$ cat src/rtl/elevator_scan_ctrl.sv
// SCAN-order elevator car controller: pending-request bitmap, per-floor travel timing,
// door dwell with over-weight hold, and a door-held alarm.
module elevator_scan_ctrl #(
  parameter int FLOORS        = 8,
  parameter int FLOOR_W       = $clog2(FLOORS),
  parameter int TRAVEL_CYCLES = 4,
  parameter int DOOR_CYCLES   = 6,
  parameter int MAX_OPEN      = 20,
  parameter int HOME_FLOOR    = 0
) (
  input  logic               clk,
  input  logic               rst,
  input  logic               req_valid,
  input  logic [FLOOR_W-1:0] req_floor,
  input  logic               over_weight,
  output logic [FLOOR_W-1:0] current_floor,
  output logic               direction,
  output logic               moving,
  output logic               door_open,
  output logic               arrive,
  output logic [FLOORS-1:0]  pending,
  output logic               weight_alert,
  output logic               timer_alert
);
  localparam int TW = (TRAVEL_CYCLES > 1) ? $clog2(TRAVEL_CYCLES) : 1;
  localparam int DW = (DOOR_CYCLES > 1) ? $clog2(DOOR_CYCLES) : 1;
  localparam int OW = $clog2(MAX_OPEN + 1);
  localparam logic [TW-1:0]     TRAVEL_LOAD = TW'(TRAVEL_CYCLES - 1);
  localparam logic [DW-1:0]     DOOR_LOAD   = DW'(DOOR_CYCLES - 1);
  localparam logic [OW-1:0]     OPEN_FIRST  = OW'(1);
  localparam logic [FLOORS-1:0] BIT0        = FLOORS'(1);

  typedef enum logic [1:0] {IDLE, MOVE, DOOR} state_t;

  state_t             state, state_nx;
  logic [FLOOR_W-1:0] floor_q, floor_nx, next_floor;
  logic               dir_q, dir_nx;
  logic [FLOORS-1:0]  pend_q, pend_nx, req_mask, clr_mask, cur_mask, next_mask;
  logic [TW-1:0]      travel_q, travel_nx;
  logic [DW-1:0]      door_q, door_nx;
  logic [OW-1:0]      open_q, open_nx;
  logic               arrive_q, arrive_nx;
  logic               req_ok, any_up, any_down;

  // True when vec holds a request strictly above (up=1) or below (up=0) floor 'from'.
  function automatic logic beyond(input logic [FLOORS-1:0] vec,
                                  input logic [FLOOR_W-1:0] from,
                                  input logic up);
    logic hit;
    hit = 1'b0;
    for (int i = 0; i < FLOORS; i++) begin
      if (vec[i] && (up ? (i > int'(from)) : (i < int'(from)))) hit = 1'b1;
    end
    return hit;
  endfunction

  assign req_ok     = req_valid && (32'(req_floor) < FLOORS);
  assign req_mask   = req_ok ? (BIT0 << req_floor) : '0;
  assign cur_mask   = BIT0 << floor_q;
  assign next_floor = dir_q ? floor_q + FLOOR_W'(1) : floor_q - FLOOR_W'(1);
  assign next_mask  = BIT0 << next_floor;
  assign any_up     = beyond(pend_q, floor_q, 1'b1);
  assign any_down   = beyond(pend_q, floor_q, 1'b0);

  always_ff @(posedge clk) begin
    if (rst) begin
      state    <= IDLE;
      floor_q  <= FLOOR_W'(HOME_FLOOR);
      dir_q    <= 1'b1;
      pend_q   <= '0;
      travel_q <= '0;
      door_q   <= '0;
      open_q   <= '0;
      arrive_q <= 1'b0;
    end else begin
      state    <= state_nx;
      floor_q  <= floor_nx;
      dir_q    <= dir_nx;
      pend_q   <= pend_nx;
      travel_q <= travel_nx;
      door_q   <= door_nx;
      open_q   <= open_nx;
      arrive_q <= arrive_nx;
    end
  end

  // A request for the floor being served is absorbed: clr_mask overrides the new set bit.
  always_comb begin
    state_nx  = state;
    floor_nx  = floor_q;
    dir_nx    = dir_q;
    travel_nx = travel_q;
    door_nx   = door_q;
    open_nx   = '0;
    arrive_nx = 1'b0;
    clr_mask  = '0;
    case (state)
      IDLE: begin
        if (|(pend_q & cur_mask)) begin
          state_nx = DOOR;
          clr_mask = cur_mask;
          door_nx  = DOOR_LOAD;
          open_nx  = OPEN_FIRST;
        end else if (any_up && (dir_q || !any_down)) begin
          state_nx  = MOVE;
          dir_nx    = 1'b1;
          travel_nx = TRAVEL_LOAD;
        end else if (any_down) begin
          state_nx  = MOVE;
          dir_nx    = 1'b0;
          travel_nx = TRAVEL_LOAD;
        end
      end
      MOVE: begin
        if (travel_q == '0) begin
          floor_nx  = next_floor;
          arrive_nx = 1'b1;
          if (|((pend_q | req_mask) & next_mask)) begin
            state_nx = DOOR;
            clr_mask = next_mask;
            door_nx  = DOOR_LOAD;
            open_nx  = OPEN_FIRST;
          end else if (beyond(pend_q, next_floor, dir_q)) begin
            travel_nx = TRAVEL_LOAD;
          end else begin
            state_nx = IDLE;
          end
        end else begin
          travel_nx = travel_q - TW'(1);
        end
      end
      DOOR: begin
        open_nx = (32'(open_q) < MAX_OPEN) ? open_q + OW'(1) : open_q;
        if (req_ok && (req_floor == floor_q)) begin
          door_nx  = DOOR_LOAD;
          clr_mask = cur_mask;
        end else if (!over_weight) begin
          if (door_q == '0) begin
            state_nx = IDLE;
            open_nx  = '0;
          end else begin
            door_nx = door_q - DW'(1);
          end
        end
      end
      default: state_nx = IDLE;
    endcase
  end

  assign pend_nx       = (pend_q | req_mask) & ~clr_mask;
  assign current_floor = floor_q;
  assign direction     = dir_q;
  assign moving        = (state == MOVE);
  assign door_open     = (state == DOOR);
  assign arrive        = arrive_q;
  assign pending       = pend_q;
  assign weight_alert  = (state == DOOR) && over_weight;
  assign timer_alert   = (32'(open_q) >= MAX_OPEN);

endmodule
$ cat config.mk
export PLATFORM = sky130hd
export DESIGN_NAME = elevator_scan_ctrl
export DESIGN_NICKNAME = d
export VERILOG_FILES = /design/src/rtl/elevator_scan_ctrl.sv
export SDC_FILE = /design/constraint.sdc
export NUM_CORES = 1
export LEC_CHECK = 0
export BUFFER_PORTS_ARGS = -buffer_cell sky130_fd_sc_hd__buf_2
export CAP_MARGIN = 0
export CORE_MARGIN = 3
export CORE_UTILIZATION = 28
export CTS_CLUSTER_DIAMETER = 80
export DETAILED_ROUTE_END_ITERATION = 8
export PLACE_DENSITY = 0.52
export SYNTH_ARGS = -nofsm -noshare
export SYNTH_HDL_FRONTEND = slang
export SYNTH_SLANG_ARGS = --single-unit
$ cat constraint.sdc
create_clock -name clk -period 5.9 [get_ports clk]
set_input_delay 0.59 -clock clk [delete_from_list [all_inputs] [get_ports clk]]
set_output_delay 0.59 -clock clk [all_outputs]
set_load 0.02 [all_outputs]
==> PnR_summary.wiki, run 1 <==
{| class="wikitable"
! Metric !! Value
|-
| Synthesized instance count || about 250
|-
| Critical path data required time || ~6 ns
|-
| DR DRC count || 0
|-
| Initial standard-cell utilization of the core || between 20 and 30%
|-
| Static Leak || 0.841 nW
|-
| Endpoint type of the worst setup path || register
|-
| Syn nets || about 270
|-
| Synthesis-to-layout area growth || 9.61%
|-
| Core Region || ~7000 sq um
|-
| Critical path type || register to register
|-
| Count of buffers added by post-CTS timing repair for setup || 0
|-
| Met2 track demand over resource in global routing || 20.0%
|-
| TritonCTS clock tree || built
|-
| Worst hold slack || 0.484 ns
|-
| Post-synthesis cell area || 2040 sq um
|-
| Share of total power in the clock network || between 15 and 20%
|-
| Final cycle utilization of the critical path || 59.8%
|-
| First-pass GRT wire length || 9.55 mm
|-
| Number of warnings issued by yosys || 0
|-
| Crit path setup slack, layout || 2.37 ns
|-
| Final critical path time including I/O delays and setup || 3.53 ns
|-
| Top Ports || 24
|-
| Top_reg_cell synth || sky130_fd_sc_hd__dfxtp_1
|-
| Post-synth ARST share || 0%
|-
| Aggregate routed wire length || between 5 and 6 mm
|-
| Largest cells by area after synthesis || sky130_fd_sc_hd__dfxtp_1 24%, sky130_fd_sc_hd__ha_1 7.3%, sky130_fd_sc_hd__nor2_1 5.9%
|-
| Antenna violations before repair || 0
|-
| Vias in the first global route || 1,869
|-
| Biggest fanout along the worst timing path || 20
|-
| FILL cells || between 700 and 800
|-
| Count of hold buffers inserted by post-cts repair || 0
|-
| Clock network latency to the later pin of the worst-skew pair || approximately 0.27 ns
|-
| Vias after detailed routing || 1,928
|-
| Commonest cells after routing, fill and taps aside || 32 x sky130_fd_sc_hd__nor2_1, 25 x sky130_fd_sc_hd__dfxtp_1, 23 x sky130_fd_sc_hd__buf_2
|-
| Met3 GRT Util || between 2 and 3%
|-
| Via/cell ratio || ~5.4
|-
| Kind of start point of the critical path || register
|-
| Number of distinct library cell variants in the gate-level netlist after synthesis || 67
|-
| Maximum number of pins on one net before global-route repair || 24
|-
| Die Footprint || roughly 8400 sq um
|-
| Most common cell after layout, fill and taps aside || sky130_fd_sc_hd__nor2_1
|-
| Sw Ratio || 42.4%
|-
| Synth top area share || 24.5%
|-
| Switching power total || ~250 uW
|-
| Router iterations before antenna repair || 5
|-
| Register bit count reported by yosys || 25
|-
| Residual antenna-violating net count after detailed routing || 0
|-
| Post-cts repair resize count || 0
|-
| Final setup violation count || 0
|-
| Total number of clock tree sinks || 25
|-
| Standard-cell rows || 30
|-
| Delay of the slowest critical-path stage || between 0.7 and 0.8 ns
|-
| Htree depth || 1
|-
| Library cell contributing the largest single delay on the critical path || sky130_fd_sc_hd__dfxtp_1
|-
| First-iteration detailed-routing DRC count || 151
|-
| Post-synth top area cell || sky130_fd_sc_hd__dfxtp_1
|-
| TritonCTS Buffers || 3
|-
| Seq pwr share || ~37%
|-
| Root Buffer || sky130_fd_sc_hd__clkbuf_8
|-
| Maximum capacitance violations || 0
|-
| Pin slew with the least headroom to its limit || between 0.6 and 0.7 ns
|-
| Ratio of cells with drive above 1 in the final layout || between 10% and 20%
|-
| Worst Skew || between 0.006 and 0.007 ns
|-
| Fmax achieved || around 280 MHz
|-
| Max clock buf depth || 2
|-
| Final count of pins violating max slew || 0
|-
| Total placed instance area || between 2000 and 2500 sq um
|-
| Count of input and output buffers || 23
|-
| Post-route cell area || around 2200 sq um
|-
| Fraction of the yosys area taken by sequential cells || 24.5%
|-
| Min-Delay Path Class || register to register
|-
| Average detailed-routed wire length per instance || 16.1 um
|-
| Width of the chip || approximately 91 um
|-
| Highest-utilization routing layer at the global route stage || met1
|-
| Post-layout net count || 278
|-
| Final number of hold-violating endpoints || 0
|-
| Sum of overflow across all layers after global routing || 0
|-
| Worst slew margin relative to its limit || 54.1%
|-
| Total power density per cell area || about 260 nW/um^2
|-
| Gp weighted congestion || roughly 0.87
|-
| All-Layer GR Usage || approximately 14%
|-
| Max VDD drop || 0.0983 mV
|-
| Antenna Diode Count || 0
|-
| Critical path, cell by cell || inv_1 -> ha_1 -> xor2_2 -> nand2_1 -> a211oi_2 -> nor4_4 -> nor3_1 -> a31oi_1
|-
| P_int || roughly 330 uW
|-
| Setup repair after global routing missed its margin || no
|-
| Syn Area/Cell || just over 8 sq um
|-
| Worst EP arrival || 3.65 ns
|-
| Clk pin slew, worst setup/hold paths || 0.10 ns
|-
| Die outline height || just over 90 um
|-
| Global Route met1 Usage || between 20 and 25%
|-
| EDFF count, synth || 0
|-
| Sum of negative setup slack || 0 ns
|-
| Portion of total power attributed to combinational logic || between 40% and 50%
|-
| HPWL after DPL || between 4 and 5 mm
|-
| Post-placement worst setup slack || around 2.4 ns
|-
| Status || finished clean
|}
[per-stage QoR]
stage | instances | utilization (%) | total power [mW]
after floorplan | 246 | - | 0.423
after global placement | 350 | 31.6 | 0.476
after detailed placement | 350 | 31.6 | 0.475
after CTS | 354 | 32.3 | 0.583
after global routing | 354 | 32.3 | 0.623
final | 354 | 32.3 | 0.579
[worst paths after layout]
kind / start / end / slack [ns] / depth (start not counted)
worst max register to register: current_floor[0]$_SDFFE_PP0P_ / pending[6]$_SDFF_PP0_ / 2.37 / 8
worst max-delay path: current_floor[0]$_SDFFE_PP0P_ / pending[6]$_SDFF_PP0_ / 2.37 / 8
worst min-delay path: door_q[1]$_SDFFE_PP0P_ / door_q[1]$_SDFFE_PP0P_ / 0.48 / 2
worst min register to register: door_q[1]$_SDFFE_PP0P_ / door_q[1]$_SDFFE_PP0P_ / 0.48 / 2
[logic make-up (layout without fill, tap and decap cells)]
| kind of cell | after synthesis | count (layout) | synth area share (%) |
|---|---|---|---|
| AO/OA/AOI/OAI | 82 | 82 | 32.5 |
| XOR/XNOR | 9 | 9 | 5.14 |
| adder cells (fa/ha/maj) | 12 | 12 | 7.35 |
| buffers and inverters | 32 | 44 | 7.29 |
| flip-flops | 25 | 25 | 24.5 |
| multiplexers | 2 | 2 | 1.04 |
| AND/OR/NAND/NOR | 84 | 84 | 22.2 |
[state kept, by name (all words and copies together) (netlist names)]
signal         flops
pending            8
open_q             5
current_floor      3
door_q             3
state              2
travel_q           2
arrive             1
direction          1
[synthesized netlist by cell type (3+ instances only)]
library cell and count:
sky130_fd_sc_hd__o21a_1 3, sky130_fd_sc_hd__xnor2_1 6, sky130_fd_sc_hd__nand3_1 4, sky130_fd_sc_hd__nand2b_1 4
sky130_fd_sc_hd__nor2b_1 8, sky130_fd_sc_hd__nor3_1 4, sky130_fd_sc_hd__nand2_1 9, sky130_fd_sc_hd__a311o_1 3
sky130_fd_sc_hd__and2_1 3, sky130_fd_sc_hd__dfxtp_1 25, sky130_fd_sc_hd__a31oi_1 11, sky130_fd_sc_hd__o211ai_1 4
sky130_fd_sc_hd__a21oi_1 18, sky130_fd_sc_hd__inv_1 16, sky130_fd_sc_hd__nor2_1 32, sky130_fd_sc_hd__a221oi_1 4
sky130_fd_sc_hd__clkbuf_1 6, sky130_fd_sc_hd__o21ai_0 6, sky130_fd_sc_hd__buf_2 5, sky130_fd_sc_hd__ha_1 12
[cell type report]
| type | instances | area, sq um | share of cell area (%) |
|---|---|---|---|
| Clock inverter | 1 | 5.00 | 0.223 |
| Tap cell | 96 | 120 | 5.36 |
| Clock buffer | 3 | 41.3 | 1.84 |
| Sequential cell | 25 | 500 | 22.3 |
| Timing Repair Buffer | 23 | 115 | 5.14 |
| Inverter | 17 | 63.8 | 2.85 |
| Multi-Input combinational cell | 189 | 1390 | 62.2 |
[critical path, delay by kind of cell, from the launching register on]
family / cells / cell delay (ns)
flops: 1 / 0.77
simple gates: 3 / 0.66
fa+ha+maj: 1 / 0.63
buf+inv: 1 / 0.45
compound gates: 2 / 0.44
xor+xnor: 1 / 0.42
[metal layers]
metal / vias up / wire length (um)
met5: - / 0
met3: 12 / 389
met2: 76 / 2430
li1: 939 / -
met4: 0 / 96
met1: 901 / 2790
[power groups by stage]
| stage | clock network, mW | logic, mW | registers [mW] |
|---|---|---|---|
| 2_1_floorplan | 0 | 0.218 | 0.206 |
| 3_3_place_gp | 0 | 0.256 | 0.220 |
| 3_5_place_dp | 0 | 0.256 | 0.219 |
| 4_1_cts | 0.110 | 0.257 | 0.215 |
| 5_1_grt | 0.115 | 0.288 | 0.221 |
| 6_report | 0.105 | 0.257 | 0.216 |
Note: power is estimated with default switching activity, not from simulation.
==> inputs of run 2 (changes only) <==
Settings changed: ABC_AREA from default to 1, PLACE_DENSITY 0.52 to 0.54.
Clock period 5.9 ns to 3.1 ns, I/O delays scaled along.
==> PnR_summary.wiki, run 2 <==
{| class="wikitable"
! Metric !! Value
|-
| Synth top area share || 24.9%
|-
| Number of warnings issued by yosys || 0
|-
| Count of input and output buffers || 23
|-
| Kind of start point of the critical path || register
|-
| Top Ports || 24
|-
| Compound-gate portion of the synthesized area || between 10% and 20%
|-
| Standard-cell rows || 30
|-
| TritonCTS Buffers || 3
|-
| Largest cells by area after synthesis || sky130_fd_sc_hd__dfxtp_1 25%, sky130_fd_sc_hd__nand2_1 17%, sky130_fd_sc_hd__nor2_1 9.0%
|-
| Via/cell ratio || 4.66
|-
| All-Layer GR Usage || roughly 14%
|-
| Most common cell after layout, fill and taps aside || sky130_fd_sc_hd__nand2_1
|-
| Final critical path time including I/O delays and setup || around 2.6 ns
|-
| Top_reg_cell synth || sky130_fd_sc_hd__dfxtp_1
|-
| Total number of clock tree sinks || 25
|-
| FILL cells || a little under 800
|-
| First-iteration detailed-routing DRC count || around 140
|-
| Worst slew margin relative to its limit || 62.5%
|-
| Width of the chip || just over 90 um
|-
| Sum of negative setup slack || 0 ns
|-
| Adder-Cell Fraction of Synth Area || 7.46%
|-
| Antenna violations before repair || 0
|-
| Min-Delay Path Class || primary input to register
|-
| Cell occurring most often along the worst timing path || sky130_fd_sc_hd__nand2_1
|-
| Commonest cells after routing, fill and taps aside || 91 x sky130_fd_sc_hd__nand2_1, 48 x sky130_fd_sc_hd__nor2_1, 44 x sky130_fd_sc_hd__inv_1
|-
| Worst Skew || about 0.0035 ns
|-
| Setup repair after global routing missed its margin || no
|-
| Total power density per cell area || between 700 and 800 nW/um^2
|-
| Clk pin slew, worst setup/hold paths || ~0.090 ns
|-
| Fmax achieved || ~380 MHz
|-
| Sum of overflow across all layers after global routing || 0
|-
| Vias after detailed routing || slightly above 2,000
|-
| Final setup violation count || 0
|-
| HPWL after DPL || approximately 4.6 mm
|-
| Status || finished clean
|-
| Synthesized instance count || around 330
|-
| Root Buffer || sky130_fd_sc_hd__clkbuf_8
|-
| Synthesis-to-layout area growth || 11.3%
|-
| First-pass GRT wire length || ~9.7 mm
|-
| Delay of the slowest critical-path stage || roughly 0.67 ns
|-
| Number of cells in the design after placement || about 440
|-
| Die Footprint || 8240 sq um
|-
| Number of flip-flops under the largest register name || 8
|-
| Ratio of cells with drive above 1 in the final layout || about 14%
|-
| Static Leak || about 1.1 nW
|-
| Post-synth ARST share || 0%
|-
| Critical path type || register to register
|-
| Post-cts repair resize count || 0
|-
| Die outline height || ~90 um
|-
| Number of distinct library cell variants in the gate-level netlist after synthesis || 36
|-
| DR DRC count || 0
|-
| Post-synthesis cell area || 2010 sq um
|-
| Library cell with the highest instance count after synthesis || sky130_fd_sc_hd__nand2_1
|-
| Critical path data required time || 3.31 ns
|-
| Vias in the first global route || 1,972
|-
| Library cell contributing the largest single delay on the critical path || sky130_fd_sc_hd__dfxtp_1
|-
| Antenna Diode Count || 0
|-
| Syn nets || 347
|-
| Endpoint type of the worst setup path || register
|-
| Flop-to-flop setup slack || about 0.46 ns
|-
| Count of non-filler cells in the finished layout || 445
|-
| Fraction of the yosys area taken by sequential cells || 24.9%
|-
| Critical path, cell by cell || inv_2 -> ha_1 -> or2_4 -> nand2_4 -> nor2_1 -> nand2_1 -> nand2_1 -> nor2_1 -> nand2_4 -> nand2_2 -> nand2_2 -> inv_2 -> nand2_1 -> a21oi_2
|-
| Most numerous cell types in the synthesized netlist || 91 x sky130_fd_sc_hd__nand2_1, 48 x sky130_fd_sc_hd__nor2_1, 44 x sky130_fd_sc_hd__inv_1
|-
| Worst EP arrival || roughly 2.9 ns
|-
| Initial standard-cell utilization of the core || a little under 30%
|-
| Max clock buf depth || 2
|-
| TritonCTS clock tree || built
|-
| Aggregate routed wire length || between 5 and 6 mm
|-
| Clock network latency to the later pin of the worst-skew pair || between 0.2 and 0.3 ns
|-
| Worst hold slack || approximately 0.35 ns
|-
| Syn Area/Cell || 6.13 sq um
|-
| Multiplexer share of the synthesized area || 0%
|-
| Post-layout net count || approximately 370
|-
| Post-Synth XOR/XNOR Area || less than 1%
|-
| Core Region || about 6900 sq um
|-
| Average detailed-routed wire length per instance || between 10 and 15 um
|-
| Router iterations before antenna repair || 4
|-
| Post-synth top area cell || sky130_fd_sc_hd__dfxtp_1
|-
| Final cycle utilization of the critical path || 85.0%
|-
| Biggest fanout along the worst timing path || 15
|-
| Post-synthesis simple-gate area fraction || approximately 37%
|-
| Maximum capacitance violations || 0
|-
| Count of buffers added by post-CTS timing repair for setup || 0
|-
| Maximum number of pins on one net before global-route repair || 16
|-
| Max VDD drop || 0.356 mV
|-
| Pin slew with the least headroom to its limit || ~0.56 ns
|-
| Register bit count reported by yosys || 25
|-
| Residual antenna-violating net count after detailed routing || 0
|-
| Gp weighted congestion || about 0.92
|-
| Largest family of logic cells by synthesized area || simple AND/OR/NAND/NOR gates
|-
| Final count of pins violating max slew || 0
|-
| Count of hold buffers inserted by post-cts repair || 0
|-
| Htree depth || 1
|-
| EDFF count, synth || 0
|-
| Final number of hold-violating endpoints || 0
|}
[run 2: cell count changes in the layout (fill, tap and decap cells not counted), moves of 4 or more]
cell and delta:
sky130_fd_sc_hd__a221oi_1 -4, sky130_fd_sc_hd__nand2_1 +82, sky130_fd_sc_hd__nand2b_1 -4, sky130_fd_sc_hd__nand3_1 +11, sky130_fd_sc_hd__o21ai_0 +16, sky130_fd_sc_hd__nor2b_1 -8, sky130_fd_sc_hd__a31oi_1 -11, sky130_fd_sc_hd__nor2_1 +16
sky130_fd_sc_hd__xnor2_1 -6, sky130_fd_sc_hd__inv_1 +28
[run 2: final cells by class]
class,count,area (sq um),share of cell area (%)
Clock inverter,1,5.00,0.224
Sequential cell,25,500,22.4
Multi-Input combinational cell,247,1260,56.4
Tap cell,96,120,5.37
Inverter,49,186,8.33
Clock buffer,3,41.3,1.84
Timing Repair Buffer,24,123,5.48
[run 2: critical path, delay by kind of cell (launching register included)]
kind	cells	cell delay, ns
adders and majority gates	1	0.37
DFF	1	0.67
and+or+nand+nor	10	1.15
AOI/OAI and AO/OA	1	0.11
buffers and inverters	2	0.26
[run 2: logic make-up after synthesis]
logic type | Yosys count
XOR/XNOR | 1
adder cells (fa/ha/maj) | 12
buffers and inverters | 56
AO/OA/AOI/OAI | 62
AND/OR/NAND/NOR | 172
flip-flops | 25
[run 2: metrics by stage]
stage	worst slack [ns]	power (mW)	cell area [sq um]	utilization, %
detailed placement	0.508	1.48	2190	31.9
global placement	0.487	1.48	2190	31.9
finish	0.464	1.68	2240	32.6
floorplan	0.760	1.27	2010	-
CTS	0.483	1.69	2240	32.6
global route	0.203	1.86	2240	32.6
[run 2: final timing paths]
| check | start | to | cells past startpoint |
|---|---|---|---|
| setup / recovery | current_floor[2]$_SDFFE_PP0P_ | travel_q[0]$_SDFFE_PP0P_ | 14 |
| hold reg to reg | door_q[0]$_SDFFE_PP0P_ | door_q[0]$_SDFFE_PP0P_ | 1 |
| hold / removal | rst | arrive$_SDFF_PP0_ | 2 |
| setup reg to reg | current_floor[2]$_SDFFE_PP0P_ | travel_q[0]$_SDFFE_PP0P_ | 14 |
[run 2: routing by layer]
| metal | vias to the layer above | part of all wire, % | wire length (um) | global-route usage, % |
|---|---|---|---|---|
| met1 | 927 | 48 | 2760 | 19.3 |
| met3 | 11 | 4.9 | 284 | 2.58 |
| met2 | 50 | 45 | 2610 | 23.0 |
| met4 | 0 | 2.1 | 119 | 4.08 |
| met5 | - | 0 | 0 | 0 |
| li1 | 1084 | - | - | - |
[run 2: power by group]
group	total [mW]	switching (mW)	leakage, nW	internal (mW)
combinational	1.01	0.678	0.882	0.327
clock	0.200	0.110	0.0255	0.0901
sequential	0.470	0.0793	0.204	0.390
total	1.68	0.867	1.11	0.808
